==> src/rtl/mod503_chunk_reducer.sv <==
// Reduces a wide unsigned operand modulo MOD by walking 6-bit chunks LSB-first
// through one shared residue LUT port and accumulating the returned residues.
module mod503_chunk_reducer #(
    parameter int WIDTH = 36,
    parameter int MOD = 503,
    localparam int NCHUNK = (WIDTH + 5) / 6,
    localparam int SELW = (NCHUNK > 1) ? $clog2(NCHUNK) : 1
) (
    input  logic             clk,
    input  logic             rst_n,
    input  logic             in_valid,
    output logic             in_ready,
    input  logic [WIDTH-1:0] in_data,
    output logic [SELW-1:0]  lut_sel,
    output logic [5:0]       lut_x,
    input  logic [8:0]       lut_z,
    output logic             out_valid,
    input  logic             out_ready,
    output logic [8:0]       out_data,
    output logic             out_err
);

    localparam int PW = 6 * NCHUNK;
    localparam logic [9:0] MOD10 = 10'(MOD);
    localparam logic [SELW-1:0] KLAST = SELW'(NCHUNK - 1);

    localparam logic [1:0] IDLE = 2'd0;
    localparam logic [1:0] RUN  = 2'd1;
    localparam logic [1:0] DONE = 2'd2;

    // Handshakes: a transfer happens on a rising edge where valid and ready are
    // both high; valid, once raised, holds with stable data until that edge.
    logic [1:0]      state;
    logic [PW-1:0]   opnd;
    logic [SELW-1:0] k;
    logic [8:0]      acc;
    logic            err;

    logic [9:0] sum;
    logic [8:0] acc_next;
    logic       z_bad;

    always_comb begin
        sum      = {1'b0, acc} + {1'b0, lut_z};
        acc_next = (sum >= MOD10) ? 9'(sum - MOD10) : sum[8:0];
        z_bad    = ({1'b0, lut_z} >= MOD10);
    end

    always_ff @(posedge clk or negedge rst_n) begin
        if (!rst_n) begin
            state <= IDLE;
            opnd  <= '0;
            k     <= '0;
            acc   <= '0;
            err   <= 1'b0;
        end else begin
            case (state)
                IDLE: begin
                    if (in_valid) begin
                        opnd  <= PW'(in_data);
                        acc   <= '0;
                        k     <= '0;
                        err   <= 1'b0;
                        state <= RUN;
                    end
                end
                RUN: begin
                    // The operand register shifts so the current chunk is always in the low bits.
                    opnd <= opnd >> 6;
                    acc  <= acc_next;
                    err  <= err | z_bad;
                    if (k == KLAST) begin
                        state <= DONE;
                    end else begin
                        k <= k + 1'b1;
                    end
                end
                DONE: begin
                    if (out_ready) begin
                        state <= IDLE;
                    end
                end
                default: state <= IDLE;
            endcase
        end
    end

    assign in_ready  = (state == IDLE);
    assign out_valid = (state == DONE);
    assign out_data  = acc;
    assign out_err   = err;
    assign lut_sel   = (state == RUN) ? k : '0;
    assign lut_x     = (state == RUN) ? opnd[5:0] : 6'd0;

endmodule

==> config.mk <==
export PLATFORM = sky130hd
export DESIGN_NAME = mod503_chunk_reducer
export DESIGN_NICKNAME = d
export VERILOG_FILES = /design/src/rtl/mod503_chunk_reducer.sv
export SDC_FILE = /design/constraint.sdc
export NUM_CORES = 1
export LEC_CHECK = 0
export ABC_AREA = 1
export CORE_ASPECT_RATIO = 0.9
export CORE_MARGIN = 2
export CORE_UTILIZATION = 46
export DETAILED_ROUTE_END_ITERATION = 16
export GPL_TIMING_DRIVEN = 1
export HOLD_SLACK_MARGIN = 0.02
export PLACE_DENSITY = 0.77
export SYNTH_ARGS = -nofsm -noshare
export SYNTH_HDL_FRONTEND = slang
export SYNTH_SLANG_ARGS = --single-unit
==> constraint.sdc <==
create_clock -name clk -period 1.97 [get_ports clk]
set_input_delay 0.197 -clock clk [delete_from_list [all_inputs] [get_ports clk]]
set_output_delay 0.197 -clock clk [all_outputs]
set_load 0.1 [all_outputs]
# Word-level counts from Yosys, hierarchy flattened
# Cells that the tools add are included.
# word_totals
output_inout_bits	21
elab_cells	39
reg_bits	51
inputBits	49
# op_classes
mux	16
bitwise_logic	1
eq_ne	7
add_sub_neg	3
reduce_logical	5
magnitude_cmp	2
# ops
op	count
$pmux W36 S2	1
$mux W36	1
$mux W9	2
$pmux W9 S2	1
$add A9 B9 Y10	1
$ge A10 B9 Y1 const B	1
$ge A9 B9 Y1 const B	1
$mux W3	3
$sub A9 B9 Y9 const B	1
$mux W2	3
$mux W6	1
$ne A2 B2 Y1 const B	3
$pmux W2 S3	1
$pmux W3 S2	1
$reduce_and A3 Y1	2
$add A3 B1 Y3 const B	1
$eq A3 B3 Y1 const B	1
$eq A2 B1 Y1 const B	1
$eq A2 B2 Y1 const B	1
$logic_not A2 Y1	1
$ne A2 B1 Y1 const B	1
$pmux W1 S2	1
$reduce_and A2 Y1	1
$reduce_bool A2 Y1	1
other kinds (2)	2

# Depth between registers and ports, before layout
# Gate-level depths: netlist of run 1.
# logic_depth
depth_word	4
ltp_mapped	17
mapped_depth_nobuf	17

# Worst setup path after synthesis of run 1
# No wires, ideal clock.
# synth_timing
path_type	register to register
from	register acc[0], in the netlist out_data[0]
to	register acc[2], in the netlist out_data[2]
setup_ns	0.120
stages_incl_launch_ff	15
arrival_time_ns	2.724
setup_slack_ns	-0.874
period_less_slack_ns	2.844
t_required_ns	1.850
n_path_buf	0
path_cell_list	dfrtp_1 ha_1 inv_1 fa_1 inv_1 ha_1 inv_1 nor2_1 nor2_2 nor2_4 nand3_4 nand2_4 nand2_1 nand3_1 nand2_1
# synth_via
elab_chain_len	4
word_cells_on_any_way	5
classes_between	add/sub (2); order compare (1); mux (2)
# synth_lines
element	line	source
start, declared	36	logic [8:0] acc;
start signal, assigned	70	acc <= acc_next;
$add A9 B9 Y10 *	44	sum = {1'b0, acc} + {1'b0, lut_z};
$sub A9 B9 Y9 or $ge A10 B9 Y1 (tied branches)	45	acc_next = (sum >= MOD10) ? 9'(sum - MOD10) : sum[8:0];
$mux W9 *	45	
$pmux W9 S2 *	57	case (state)
# Every way passes the cells marked *; elsewhere a longest branch is shown, timed or not.
# A chain may end at the register's enable or synchronous reset.

# Worst setup path after layout of run 1
# layout_timing
from	register acc[0], in the netlist out_data[0]
to	register acc[3], in the netlist out_data[3]
# Same word-level chain as after synthesis.

==> results of run 1 <==
## path summary, 6_finish.rpt
kind                            slack [ps]        start          end
worst max-delay path                  -330  out_data[0]  out_data[3]
worst min-delay path                   330        rst_n      opnd[9]
worst max register to register        -330  out_data[0]  out_data[3]
worst min register to register         490     opnd[26]     opnd[26]
max in group asynchronous             1030        rst_n  out_data[0]
min in group clk                       420     lut_z[0]  out_data[0]
## cells in the mapped netlist
library cell and n:
nor2_4 3, o21ai_0 23, a21oi_1 4, a2111oi_0 1
nand2_2 9, nand3_4 2, o22ai_1 1, nor3_1 1
a22o_1 4, o211ai_1 26, o31ai_1 1, inv_1 65
ha_1 12, clkbuf_8 2, or2_4 1, nand3_2 1
nand2_4 3, xnor2_1 2, fa_1 1, clkinv_1 1
nor2_1 18, nor2_2 2, dfrtp_1 51, xor2_1 2
o21a_1 1, nand3b_1 2, nand3_1 33, clkbuf_1 7
buf_2 6, nand2_1 114, a32o_1 2, a22oi_1 2
nand4_1 1
## cell families (layout without fill, tap and decap cells)
family,count (synthesis),after routing
compound gates,65,65
xor+xnor,4,4
fa+ha+maj,13,13
buf+inv,81,192
flops,51,51
simple gates,190,190
## timing repair
item	in CTS	in global routing
endpoints found under the hold margin	17	0
pin swaps	11	17
setup endpoints to repair	9	9
gates resized for setup	12	36
buffers inserted	2	2
hold buffers	1	0
## per-stage QoR
| step | hold slack (ps) | setup slack, ps | std cells | TNS [ps] |
|---|---|---|---|---|
| detailed placement | 145 | -712 | 592 | -6030 |
| CTS | 342 | -357 | 603 | -3040 |
| global route | 354 | -421 | 605 | -3500 |
| global placement | 152 | -515 | 592 | -4540 |
| floorplan | -98.6 | -434 | 404 | -16320 |
| finish | 333 | -332 | 605 | -2670 |
## flip-flops by register name, summed over array words and instances (netlist names)
name	count
k	3
opnd	36
state	2
out_data	9
out_err	1
## cell type report
class | count | area share, %
repair buffers | 118 | 25.1
flip-flops and latches | 51 | 27.9
clock buffers | 5 | 1.49
multi-input cells | 272 | 37.2
inverters | 66 | 5.43
well taps | 90 | 2.43
clock inverters | 3 | 0.405
## routing by layer
metal,global-route usage (%),part of all wire (%)
met5,0,0
met4,9.70,3.4
met3,4.36,3.4
met2,39.0,49
met1,30.3,44
==> results by group, run 1 <==
Timing
  – Worst Tran Pin Value: 654 ps
  – Fin Clk Skew: 10.0 ps
  – Max-slew headroom: 55.3%
  – Peak Freq: 0.434 GHz
  – RSZ-0062 raised after global routing: yes
  – Final Hold Fails: 0
  – Final Setup Violations: 9
  – Final WS setup: -332 ps
  – Min Tclk post-route: 2300 ps
  – Fin crit share: 117%
  – Slew Limit Fails: 0

Finish
  – Multi-input logic area: 1720 um2
  – Finished Cell Area: 4630 um2
  – # diodes: 0
  – Area Growth Syn to Fin: 48.4%
  – Layout cells sized above 1: 28.2%
  – Nets: 576
  – Fillcell total: 527
  – Commonest non-fill, non-tap cells in the layout: nand2_1, inv_1, buf_4
  – Commonest non-fill, non-tap cell in the layout: nand2_1
  – FF/Latch Area: 1290 um2
  – Final Core Density: 70.3%

Detailed routing
  – WL final: 8740 um
  – Via Count: 3105
  – Via density: 5.13
  – Post-route ant nets: 0
  – Router iterations before antenna repair: 4
  – DRT iter0 DRCs: 201
  – DR WL/cell: 14.4 um
  – DR DRC count: 0

Placement
  – DP HPWL: 6320 um
  – Placed cell area: 4300 um2
  – Routability cong.: 0.918
  – IO Port Bufs: 69

Worst setup path
  – Startpoint Class: register
  – CP delay by family, top: simple AND/OR/NAND/NOR gates
  – CP max-delay cell: dfrtp_4
  – Reg2reg path depth: 15
  – Critical path class: register to register
  – Worst-path cell chain: ha_4 > inv_2 > fa_2 > inv_2 > nand2_4 > nand2_4 > nand3_1 > nand2_4 > nand3_4 > nor2_4 > nand3_4 > nand2_8 > nand2_2 > nand3_2 > nand2_1
  – Crit Path Max Fanout: 8
  – Critical Path RT: 2170 ps
  – Worst Setup End Kind: register
  – Most used cell, CP: nand2_4
  – Worst path buffer plus inverter count: 2
  – Worst Path Arrival: 2500 ps
  – WP depth: 15
  – Crit-path max cell delay: 440 ps

Job
  – Max-Cap Viols: 0

GRT
  – Global route overflow: 0
  – Pin count of the biggest net entering global routing: 62
  – Initial antenna violation count: 0
  – Vias in the first global route: 3059
  – Global-route wire length before repair: 13900 um
  – GRT Total Usage: 23.3%

Clock tree
  – Worst skew pair latency: 310 ps
  – CTS tree: built
  – H-tree depth: 2
  – Longest Clk Path Bufs: 2
  – Number of buffers created by CTS: 5
  – Root Buffer: clkbuf_8
  – CTS sink count: 51
  – Clock Pin Slew Worst Setup and Hold Paths: 100 ps

Yosys
  – Post-synth net total: 466
  – Synth Register Bits: 51
  – Main area contributors after synthesis: dfrtp_1, nand2_1, inv_1, o211ai_1, nand3_1
  – Post-synthesis cell type count: 33
  – Share of the synthesized area in the top cell type: 40.9%
  – Ys Warns: 0
  – Mux cell area share after synthesis: 0%
  – XOR/XNOR Fraction of Synth Area: 1.12%
  – Post-Syn Instances: 404
  – Compound-cell area share of the yosys netlist: 13.8%
  – Yosys top cell by area: dfrtp_1
  – Combinational family with the most area after synthesis: simple AND/OR/NAND/NOR gates
  – Post-Syn Area per Cell: 7.72 um2
  – Synth Area in Simple Gates: 28.1%
  – Sequential-to-total area share from yosys stat: 40.9%
  – Mapped Area: 3120 um2
  – Post-Synth Adder-Cell Area: 5.45%

Floorplanning
  – Core area: 6590 um2
  – I/O pin total: 70
  – Cell Rows: 28
  – Initial core utilization: 47.4%
  – Die Area: 7460 um2
  – Die Y: 82.1 um
  – Horiz. Die Dim: 90.8 um

Status
  – Status: finished with violations
  – Failing checks: setup timing

Worst hold path
  – Worst hold path type: input port to asynchronous set/reset pin
Power of run 1 is left out: the tool's default activity adds up to more than one toggle a clock period on the data nets, which glitch-free logic cannot reach.
==> inputs of run 2 (changes only) <==
--- a/config.mk
+++ b/config.mk
@@ -12,7 +12,8 @@
 export DETAILED_ROUTE_END_ITERATION = 16
 export GPL_TIMING_DRIVEN = 1
 export HOLD_SLACK_MARGIN = 0.02
-export PLACE_DENSITY = 0.77
+export PLACE_DENSITY = 0.73
+export SKIP_CTS_REPAIR_TIMING = 1
 export SYNTH_ARGS = -nofsm -noshare
 export SYNTH_HDL_FRONTEND = slang
 export SYNTH_SLANG_ARGS = --single-unit
==> results by group, run 2 (synthesis gave the netlist of run 1 again) <==
Status
  – Status: finished with violations
  – Failing checks: setup timing

Clock tree
  – Worst skew pair latency: 300 ps
  – Clock Pin Slew Worst Setup and Hold Paths: 90 ps
  – H-tree depth: 2
  – Root Buffer: clkbuf_8
  – Number of buffers created by CTS: 5
  – Longest Clk Path Bufs: 2
  – CTS tree: built
  – CTS sink count: 51

Floorplanning
  – I/O pin total: 70
  – Horiz. Die Dim: 90.8 um
  – Die Y: 82.1 um
  – Core area: 6590 um2
  – Cell Rows: 28
  – Initial core utilization: 47.4%
  – Die Area: 7460 um2

Finish
  – Fin cells: 606
  – Max reg flops: 36
  – FF/Latch Area: 1290 um2
  – Nets: 577
  – Layout cells sized above 1: 25.6%
  – Fillcell total: 523
  – # diodes: 0
  – Commonest non-fill, non-tap cell in the layout: nand2_1
  – Finished Cell Area: 4590 um2
  – Multi-input logic area: 1640 um2
  – Most flop-heavy register: opnd
  – Commonest non-fill, non-tap cells in the layout: nand2_1, inv_1, buf_4
  – Area Growth Syn to Fin: 47.0%

Worst hold path
  – Worst hold path type: input port to asynchronous set/reset pin

GRT
  – Vias in the first global route: 2957
  – Global route overflow: 0
  – Pin count of the biggest net entering global routing: 62
  – GRT Total Usage: 22.6%
  – Initial antenna violation count: 0
  – Global-route wire length before repair: 13600 um

Worst setup path
  – Worst reg2reg setup slack: -340 ps
  – Crit Path Max Fanout: 6
  – Worst Path Arrival: 2540 ps
  – Critical path class: register to register
  – Worst Setup End Kind: register
  – Critical Path RT: 2200 ps
  – Startpoint Class: register

Detailed routing
  – DRT iter0 DRCs: 199
  – DR WL/cell: 14.1 um
  – Router iterations before antenna repair: 4
  – WL final: 8520 um
  – Via Count: 3039
  – Via density: 5.01
  – DR DRC count: 0
  – Post-route ant nets: 0

Timing
  – Fin crit share: 117%
  – Fin Clk Skew: 5.30 ps
  – Setup TNS Final: -2770 ps
  – Worst Tran Pin Value: 630 ps
  – RSZ-0062 raised after global routing: yes
  – Final Hold Fails: 0
  – Peak Freq: 0.433 GHz
  – Final Setup Violations: 9
  – Min Tclk post-route: 2310 ps
  – Hold WS: 442 ps
  – Slew Limit Fails: 0
  – Max-slew headroom: 58.0%
  – Final WS setup: -341 ps

Placement
  – Placed cell area: 4310 um2
  – Routability cong.: 0.862
  – DP HPWL: 6210 um
  – Placed Cells: 593
  – IO Port Bufs: 69

Job
  – Max-Cap Viols: 0
-- run 2: cell types whose count changed in the layout (fill, tap and decap cells not counted), moves of 2 or more --
| cell | previous run | this run |
|---|---|---|
| inv_2 | 4 | 2 |
| buf_6 | 2 | 0 |
| nand2_4 | 10 | 3 |
| xnor2_1 | 0 | 2 |
| nand2_1 | 105 | 111 |
| buf_4 | 55 | 57 |
| nor2_2 | 5 | 3 |
| xnor2_2 | 2 | 0 |
| inv_1 | 61 | 63 |
-- run 2: path summary, 6_finish.rpt --
kind | from | to | cells past startpoint
setup / recovery | out_data[0] | out_data[3] | 14
hold / removal | rst_n | opnd[12] | 2
setup reg to reg | out_data[0] | out_data[3] | 14
hold reg to reg | opnd[29] | opnd[29] | 2
max in group asynchronous | rst_n | out_data[7] | 3
min in group clk | lut_z[0] | out_data[0] | 5
-- run 2: stage by stage --
| step | setup WS, ps | utilization (%) |
|---|---|---|
| floorplan | -434 | - |
| global placement | -524 | 65.5 |
| detailed placement | -673 | 65.5 |
| CTS | -409 | 67.2 |
| global route | -469 | 69.7 |
| finish | -341 | 69.7 |
-- run 2: metal layers --
metal / global-route usage, % / wire (um)
met1: 31.3 / 3880
met5: 0 / 0
met3: 3.54 / 384
met2: 37.8 / 4130
met4: 5.76 / 136
-- run 2: layout make-up --
class | count | area share [%]
Sequential cell | 51 | 28.2
Multi-Input combinational cell | 272 | 35.8
Clock inverter | 2 | 0.764
Clock buffer | 6 | 1.80
Timing Repair Buffer | 119 | 25.6
Inverter | 66 | 5.40
Tap cell | 90 | 2.45
-- run 2: worst max-delay path, stage by stage, from the launching register on --
cell and delay (ps):
dfrtp_4 500, ha_4 170, inv_2 50, fa_1 420, inv_1 90, ha_2 180, inv_2 50, nor2_4 90
nor2_4 50, nor2_4 140, nand3_4 140, buf_12 170, nand3_1 60, nand3_1 80, nand2_1 70
Power of run 2 is left out for the same reason.
==> inputs of run 3 (changes only) <==
--- a/config.mk
+++ b/config.mk
@@ -6,6 +6,7 @@
 export NUM_CORES = 1
 export LEC_CHECK = 0
 export ABC_AREA = 1
+export ABC_CLOCK_PERIOD_IN_PS = 1970
 export CORE_ASPECT_RATIO = 0.9
 export CORE_MARGIN = 2
 export CORE_UTILIZATION = 46
==> results of run 3 <==
Final layout, timing and power as in run 2 (identical DEF).
Power of run 3 is left out for the same reason.
